### src/rtl/rd_fifo_ctrl_fwft.sv
// Read-side controller of the async FIFO: Gray write-pointer synchroniser, read pointer,
// RAM read issue and a 2-entry first-word-fall-through output buffer.
module rd_fifo_ctrl_fwft #(
   parameter int ADDR_WDTH   = 4,
   parameter int DATA_WDTH   = 32,
   parameter int SYNC_STAGES = 2
) (
   input  logic                 clk,
   input  logic                 rst_n,
   input  logic                 sync_rst_n,
   input  logic [ADDR_WDTH-1:0] wr_ptr_gray,
   output logic [ADDR_WDTH-1:0] rd_ptr_gray,
   output logic [ADDR_WDTH-1:0] rd_ptr_bin,
   output logic                 mem_rd_en,
   output logic [ADDR_WDTH-1:0] mem_rd_addr,
   input  logic [DATA_WDTH-1:0] mem_rd_data,
   output logic [DATA_WDTH-1:0] dout,
   output logic                 dout_valid,
   input  logic                 dout_ready,
   output logic                 empty,
   output logic [ADDR_WDTH-1:0] rd_level
);

   logic [SYNC_STAGES-1:0][ADDR_WDTH-1:0] sync_q;
   logic [ADDR_WDTH-1:0]                  wr_ptr_sync;
   logic [ADDR_WDTH-1:0]                  rd_ptr;
   logic [ADDR_WDTH-1:0]                  rd_ptr_nxt;
   logic                                  inflight;
   logic [1:0]                            buf_cnt;
   logic [1:0]                            slots;
   logic [2:0]                            slots_after_pop;
   logic                                  pop;
   logic [DATA_WDTH-1:0]                  head;
   logic [DATA_WDTH-1:0]                  skid;

   // Plain flop chain; nothing may sit between stages.
   always_ff @(posedge clk or negedge rst_n) begin
      if (!rst_n)           sync_q <= '0;
      else if (!sync_rst_n) sync_q <= '0;
      else                  sync_q <= {sync_q[SYNC_STAGES-2:0], wr_ptr_gray};
   end

   always_comb begin
      wr_ptr_sync = '0;
      wr_ptr_sync[ADDR_WDTH-1] = sync_q[SYNC_STAGES-1][ADDR_WDTH-1];
      for (int i = ADDR_WDTH-2; i >= 0; i--)
         wr_ptr_sync[i] = wr_ptr_sync[i+1] ^ sync_q[SYNC_STAGES-1][i];
   end

   assign empty    = (wr_ptr_sync == rd_ptr);
   assign rd_level = wr_ptr_sync - rd_ptr;

   // Never commit more than two words: buffered plus in flight, after this cycle's pop.
   assign pop             = dout_valid & dout_ready;
   assign slots           = buf_cnt + {1'b0, inflight};
   assign slots_after_pop = {1'b0, slots} - {2'b00, pop};
   assign mem_rd_en       = !empty && (slots_after_pop < 3'd2);
   assign rd_ptr_nxt      = rd_ptr + ADDR_WDTH'(1);

   always_ff @(posedge clk or negedge rst_n) begin
      if (!rst_n) begin
         rd_ptr      <= '0;
         rd_ptr_gray <= '0;
      end else if (!sync_rst_n) begin
         rd_ptr      <= '0;
         rd_ptr_gray <= '0;
      end else if (mem_rd_en) begin
         rd_ptr      <= rd_ptr_nxt;
         rd_ptr_gray <= rd_ptr_nxt ^ (rd_ptr_nxt >> 1);
      end
   end

   always_ff @(posedge clk or negedge rst_n) begin
      if (!rst_n) begin
         inflight <= 1'b0;
         buf_cnt  <= '0;
         head     <= '0;
         skid     <= '0;
      end else if (!sync_rst_n) begin
         inflight <= 1'b0;
         buf_cnt  <= '0;
         head     <= '0;
         skid     <= '0;
      end else begin
         inflight <= mem_rd_en;
         buf_cnt  <= buf_cnt + {1'b0, inflight} - {1'b0, pop};
         if (inflight) begin
            if (buf_cnt == 2'd0 || (buf_cnt == 2'd1 && pop)) begin
               head <= mem_rd_data;
            end else if (buf_cnt == 2'd2 && pop) begin
               head <= skid;
               skid <= mem_rd_data;
            end else begin
               skid <= mem_rd_data;
            end
         end else if (pop && buf_cnt == 2'd2) begin
            head <= skid;
         end
      end
   end

   assign dout        = head;
   assign dout_valid  = (buf_cnt != 2'd0);
   assign rd_ptr_bin  = rd_ptr;
   assign mem_rd_addr = rd_ptr;

endmodule

### config.mk
export PLATFORM = sky130hd
export DESIGN_NAME = rd_fifo_ctrl_fwft
export DESIGN_NICKNAME = d
export VERILOG_FILES = /design/src/rtl/rd_fifo_ctrl_fwft.sv
export SDC_FILE = /design/constraint.sdc
export NUM_CORES = 1
export LEC_CHECK = 0
export CAP_MARGIN = 20
export CORE_MARGIN = 3
export CORE_UTILIZATION = 50
export CTS_CLUSTER_DIAMETER = 30
export CTS_CLUSTER_SIZE = 8
export DETAILED_ROUTE_END_ITERATION = 8
export HOLD_SLACK_MARGIN = 0.06
export PLACE_DENSITY = 0.78
export SLEW_MARGIN = 0
export SYNTH_ARGS = -nofsm -noshare
export SYNTH_HDL_FRONTEND = slang
export SYNTH_SLANG_ARGS = --single-unit
### constraint.sdc
create_clock -name clk -period 3.1 [get_ports clk]
set_input_delay 0.62 -clock clk [delete_from_list [all_inputs] [get_ports clk]]
set_output_delay 0.62 -clock clk [all_outputs]
set_load 0.05 [all_outputs]
---- Word-level counts from Yosys, hierarchy flattened ----
Cells that the tools add are included.
W data, S select, Z words.
cells by class
  add/sub/neg operators ................... 5
  $lt $le $gt $ge ......................... 1
  equality and inequality tests ........... 6
  muxes and demuxes ....................... 14
  bitwise logic cells ..................... 5
  reduce and logical (&&, ||, !) cells .... 8
operators with widths
  kind                   number
  $mux W32               7
  $mux W4                4
  $mux W8                1
  $add A4 B1 Y4 const B  1
  $eq A4 B4 Y1           1
  $ne A2 B1 Y1 const B   2
  $sub A4 B4 Y4          1
  $xor A4 B3 Y4          1
  $logic_and A1 B1 Y1    3
  $lt A3 B2 Y1 const B   1
  $sub A2 B1 Y3          1
  $xor A1 B1 Y1          3
  $add A2 B1 Y2          1
  $eq A2 B1 Y1 const B   1
  $eq A2 B2 Y1 const B   1
  $logic_not A2 Y1       1
  $mux W2                1
  $ne A2 B2 Y1 const B   1
  $reduce_and A2 Y1      1
  $reduce_bool A2 Y1     1
  $sub A2 B1 Y2          1
  $and A1 B1 Y1          1
  $logic_not A1 Y1       1
  $logic_or A1 B1 Y1     1
  $mux W1                1
storage, ports and cells
  register bits after elaboration ......... 83
  bits of input ports ..................... 40
  output and inout port bits .............. 51
  word-level logic and storage cells ...... 47

---- Depth between registers and ports, before layout ----
  depth in word-level cells ............... 8
  gate-level depth with buffers ........... 9
  mapped depth without buffers ............ 9

---- Worst setup path after synthesis ----
OpenSTA, ideal clock, no wires.
  kind .................................... flip-flop to output port
  from .................................... register sync_q[7] (netlist bit)
  to ...................................... output port rd_level[2]
  data arrival time ....................... 2.392 ns
  data required time ...................... 2.480 ns
  slack ................................... 0.088 ns
  cell stages (with the launch flop) ...... 8
  buffers on the path ..................... 0
  cell sequence ........................... dfrtp_1 -> xor2_1 -> xor2_1 -> xnor2_1 -> ha_1 -> inv_1 -> fa_1 -> xor2_1
on the way
  cells in the longest elaborated chain, start to end .. 4
ends and longest elaborated chain
  item                        RTL line  source
  start, declared             24        logic [SYNC_STAGES-1:0][ADDR_WDTH-1:0] sync_q;
  start signal, assigned      40        else sync_q <= {sync_q[SYNC_STAGES-2:0], wr_ptr_gray};
  $xor A1 B1 Y1 *             47        wr_ptr_sync[i] = wr_ptr_sync[i+1] ^ sync_q[SYNC_STAGES-1][i];
  $xor A1 B1 Y1 (2 in a row)  47
  $sub A4 B4 Y4 *             51        assign rd_level = wr_ptr_sync - rd_ptr;
  end, declared               21        output logic [ADDR_WDTH-1:0] rd_level
Mark *: on every way between the ends. The rest lies on a longest branch, timed or not.

---- Worst setup path in the final report ----
Ends and elaborated chain as after synthesis.

==> flow_metrics.py <==
metrics = {
    "status": {
        "status": "finished clean",
    },
    "worst_setup_path": {
        "path_max_fanout": 3,
        "worst_setup_path_end_kind": "primary output",
        "required_ps": 2480,
        "cp.arrival_ps": 2420,
        "cp-startpoint": "sync_q[7]",
        "rrSetupSlack_ps": 730,
        "rr_startpoint": "sync_q[7]",
        "worstSetupPathType": "reg2out",
        "cp-start-kind": "flip-flop",
    },
    "floorplan": {
        "dieArea_um2": 8640,
        "pin_count": 91,
        "core.rowCount": 31,
        "start_util_pct": 51.9,
        "dieWidth_um": 93.0,
        "die_h_um": 93.0,
        "core_region_area_um2": 7290,
    },
    "global_routing": {
        "grt_max_degree": 83,
        "overflow": 0,
        "antenna_found_initial": 0,
        "grt_use_total_pct": 20.8,
        "grt_pass1_vias": 3039,
        "grt_pass1_wl_um": 14300,
    },
    "layout": {
        "fin_cells": 560,
        "final_area_um2": 5080,
        "nets": 503,
        "final_cell_mix": "83 x clkdlybuf4s50_1, 80 x dfrtp_1, 72 x nand2_1, 37 x nor2_1, 36 x a21oi_1",
        "antennaDiodeCount": 0,
        "layout-drive-gt1-share_pct": 10.2,
        "layout-area-overhead-vs-synth_pct": 34.4,
        "layout_commonest_cell": "clkdlybuf4s50_1",
    },
    "drt": {
        "wl_per_cell_um": 15.4,
        "wirelength_um": 8630,
        "first_pass_iters": 6,
        "drcViolationCount": 0,
        "drt-initial-drc-count": 163,
        "vias_per_cell": 5.41,
        "num_vias": 3028,
        "ant_nets": 0,
    },
    "synth": {
        "syn_area_um2": 3780,
        "ys_seq_elements": 82,
        "netlist.area_leader.share_pct": 54.3,
        "synth_cell_types": 33,
        "postSynthAreaPerCell_um2": 10.1,
        "ys_warn_count": 0,
        "yosys.area.top_type": "dfrtp_1",
        "seq_area_frac_synth_pct": 54.3,
        "ys_top_cells_by_area": "dfrtp_1 54%, mux2i_1 8.5%, nand2_1 7.1%, a211oi_1 6.4%, a21oi_1 4.9%",
        "syn-instance-count": 375,
        "syn_nets": 422,
    },
    "timing": {
        "max_freq_ghz": 0.329,
        "hold_violations": 0,
        "drv_slew": 0,
        "period_share_pct": 98.0,
        "period_needed_ps": 3040,
        "finClkSkew_ps": 10.4,
        "slew_headroom_pct": 57.9,
        "setup_viol": 0,
        "hold-worst-slack_ps": 86.1,
        "setup_tns_ps": 0,
        "worstMarginPinSlew_ps": 632,
    },
    "power": {
        "p_leak_nw": 2.36,
        "ir_drop_uv": 752,
        "switching_share_pct": 44.4,
        "p_switching_mw": 2.20,
        "pwr-share-seq_pct": 29.8,
        "clkPwrFrac_pct": 16.7,
        "p_per_area_nw_per_um2": 975,
        "p_total_mw": 4.96,
        "cell_internal_pwr_mw": 2.75,
        "p_comb_share_pct": 53.5,
    },
    "place": {
        "post-dp-hpwl_um": 5330,
        "dp.cells": 539,
        "placed_area_um2": 4760,
        "portBuffers": 90,
        "gp_congestion": 0.802,
    },
    "cts": {
        "cts_buffers": 9,
        "cts_hold_buf": 0,
        "clkLatencyLatePin_ps": 350,
        "cts_buffer_depth": 2,
        "cts_max_level": 3,
        "cts_tree": "yes",
        "root_buffer": "clkbuf_8",
        "clock_sinks": 82,
        "path_clk_slew_ps": 80,
    },
    "hold_path": {
        "min_path_type": "in2async",
    },
    "job": {
        "maxCapViolations": 0,
    },
}
## power by group through the flow
stage / Sequential [mW] / Combinational (mW) / Clock, mW
4_1_cts: 1.48 / 2.60 / 0.848
5_1_grt: 1.51 / 2.82 / 0.886
3_5_place_dp: 1.50 / 2.57 / 0
2_1_floorplan: 2.08 / 1.11 / 0
3_3_place_gp: 1.49 / 2.53 / 0
6_report: 1.48 / 2.65 / 0.830
## timing repair
action,4_1_cts,5_1_grt
buffers inserted,0,4
pin swaps,0,3
gates resized for setup,3,8
setup endpoints to repair,3,3
endpoints found under the hold margin,0,0
## state kept, by name, indices dropped and copies added, names as in the netlist
register,count
rd_ptr_gray,4
mem_rd_addr,3
dout,32
inflight,1
buf_cnt,2
skid,32
sync_q,8
## layer usage
metal,vias to the layer above,part of all wire (%),global-route usage (%)
met5,-,0,0
met4,0,1.4,7.45
met3,11,5.0,4.14
met2,86,49,33.7
met1,1509,45,27.8
li1,1422,-,-
## per-stage QoR
stage | setup WS [ps] | utilization (%)
2_1_floorplan | 88.3 | -
3_3_place_gp | 384 | 65.3
3_5_place_dp | 263 | 65.3
4_1_cts | 26.7 | 68.5
5_1_grt | -64.0 | 69.7
6_report | 60.8 | 69.7
## final cells by class
cell class	instances	area, µm²
Clock buffer	11	131
Timing Repair Buffer	100	1060
Clock inverter	5	78.8
Multi-Input combinational cell	256	1610
Sequential cell	82	2050
Tap cell	99	124
Inverter	7	28.8
Fill cell	558	2210
## synth_stat cells (all sizes together)
| cell type | n |
|---|---|
| a211oi | 32 |
| ha | 6 |
| or4 | 1 |
| buf | 17 |
| or2 | 1 |
| xnor3 | 1 |
| nand3 | 4 |
| and3 | 1 |
| fa | 1 |
| a21oi | 38 |
| o21a | 1 |
| a21o | 2 |
| nor2 | 37 |
| o211ai | 1 |
| inv | 7 |
| nand3b | 1 |
| nand2 | 72 |
| clkbuf | 13 |
| xor2 | 5 |
| or3b | 1 |
| o21ai | 4 |
| dfrtp | 82 |
| mux2i | 32 |
| nor2b | 1 |
| and2 | 9 |
| xnor2 | 5 |
## path summary, 6_finish.rpt
path / depth (start not counted) / end
worst min-delay path: 1 / skid[9]
worst max-delay path: 8 / rd_level[2]
worst max register to register: 9 / rd_ptr_gray[3]
min in group clk: 1 / sync_q[6]
worst min register to register: 1 / sync_q[6]
max in group asynchronous: 2 / sync_q[7]
## kinds of logic (layout without fill, tap and decap cells)
group	Yosys count	after routing	share of synthesized area (%)
DFF	82	82	54.3
muxes	32	32	8.47
xor gates and xnor gates	11	11	3.14
and+or+nand+nor	128	128	14.0
buffers and inverters	37	123	4.53
AOI/OAI and AO/OA	78	78	13.1
adders and majority gates	7	7	2.51
## critical path: stages, from the launching register on
cell     delay, ps
dfrtp_2        460
xor2_4         220
xor2_2         220
xnor2_1        170
ha_1           180
inv_1           70
fa_1           400
xor2_2         200
buf_12         160
Power figures use the tool's default switching activity.
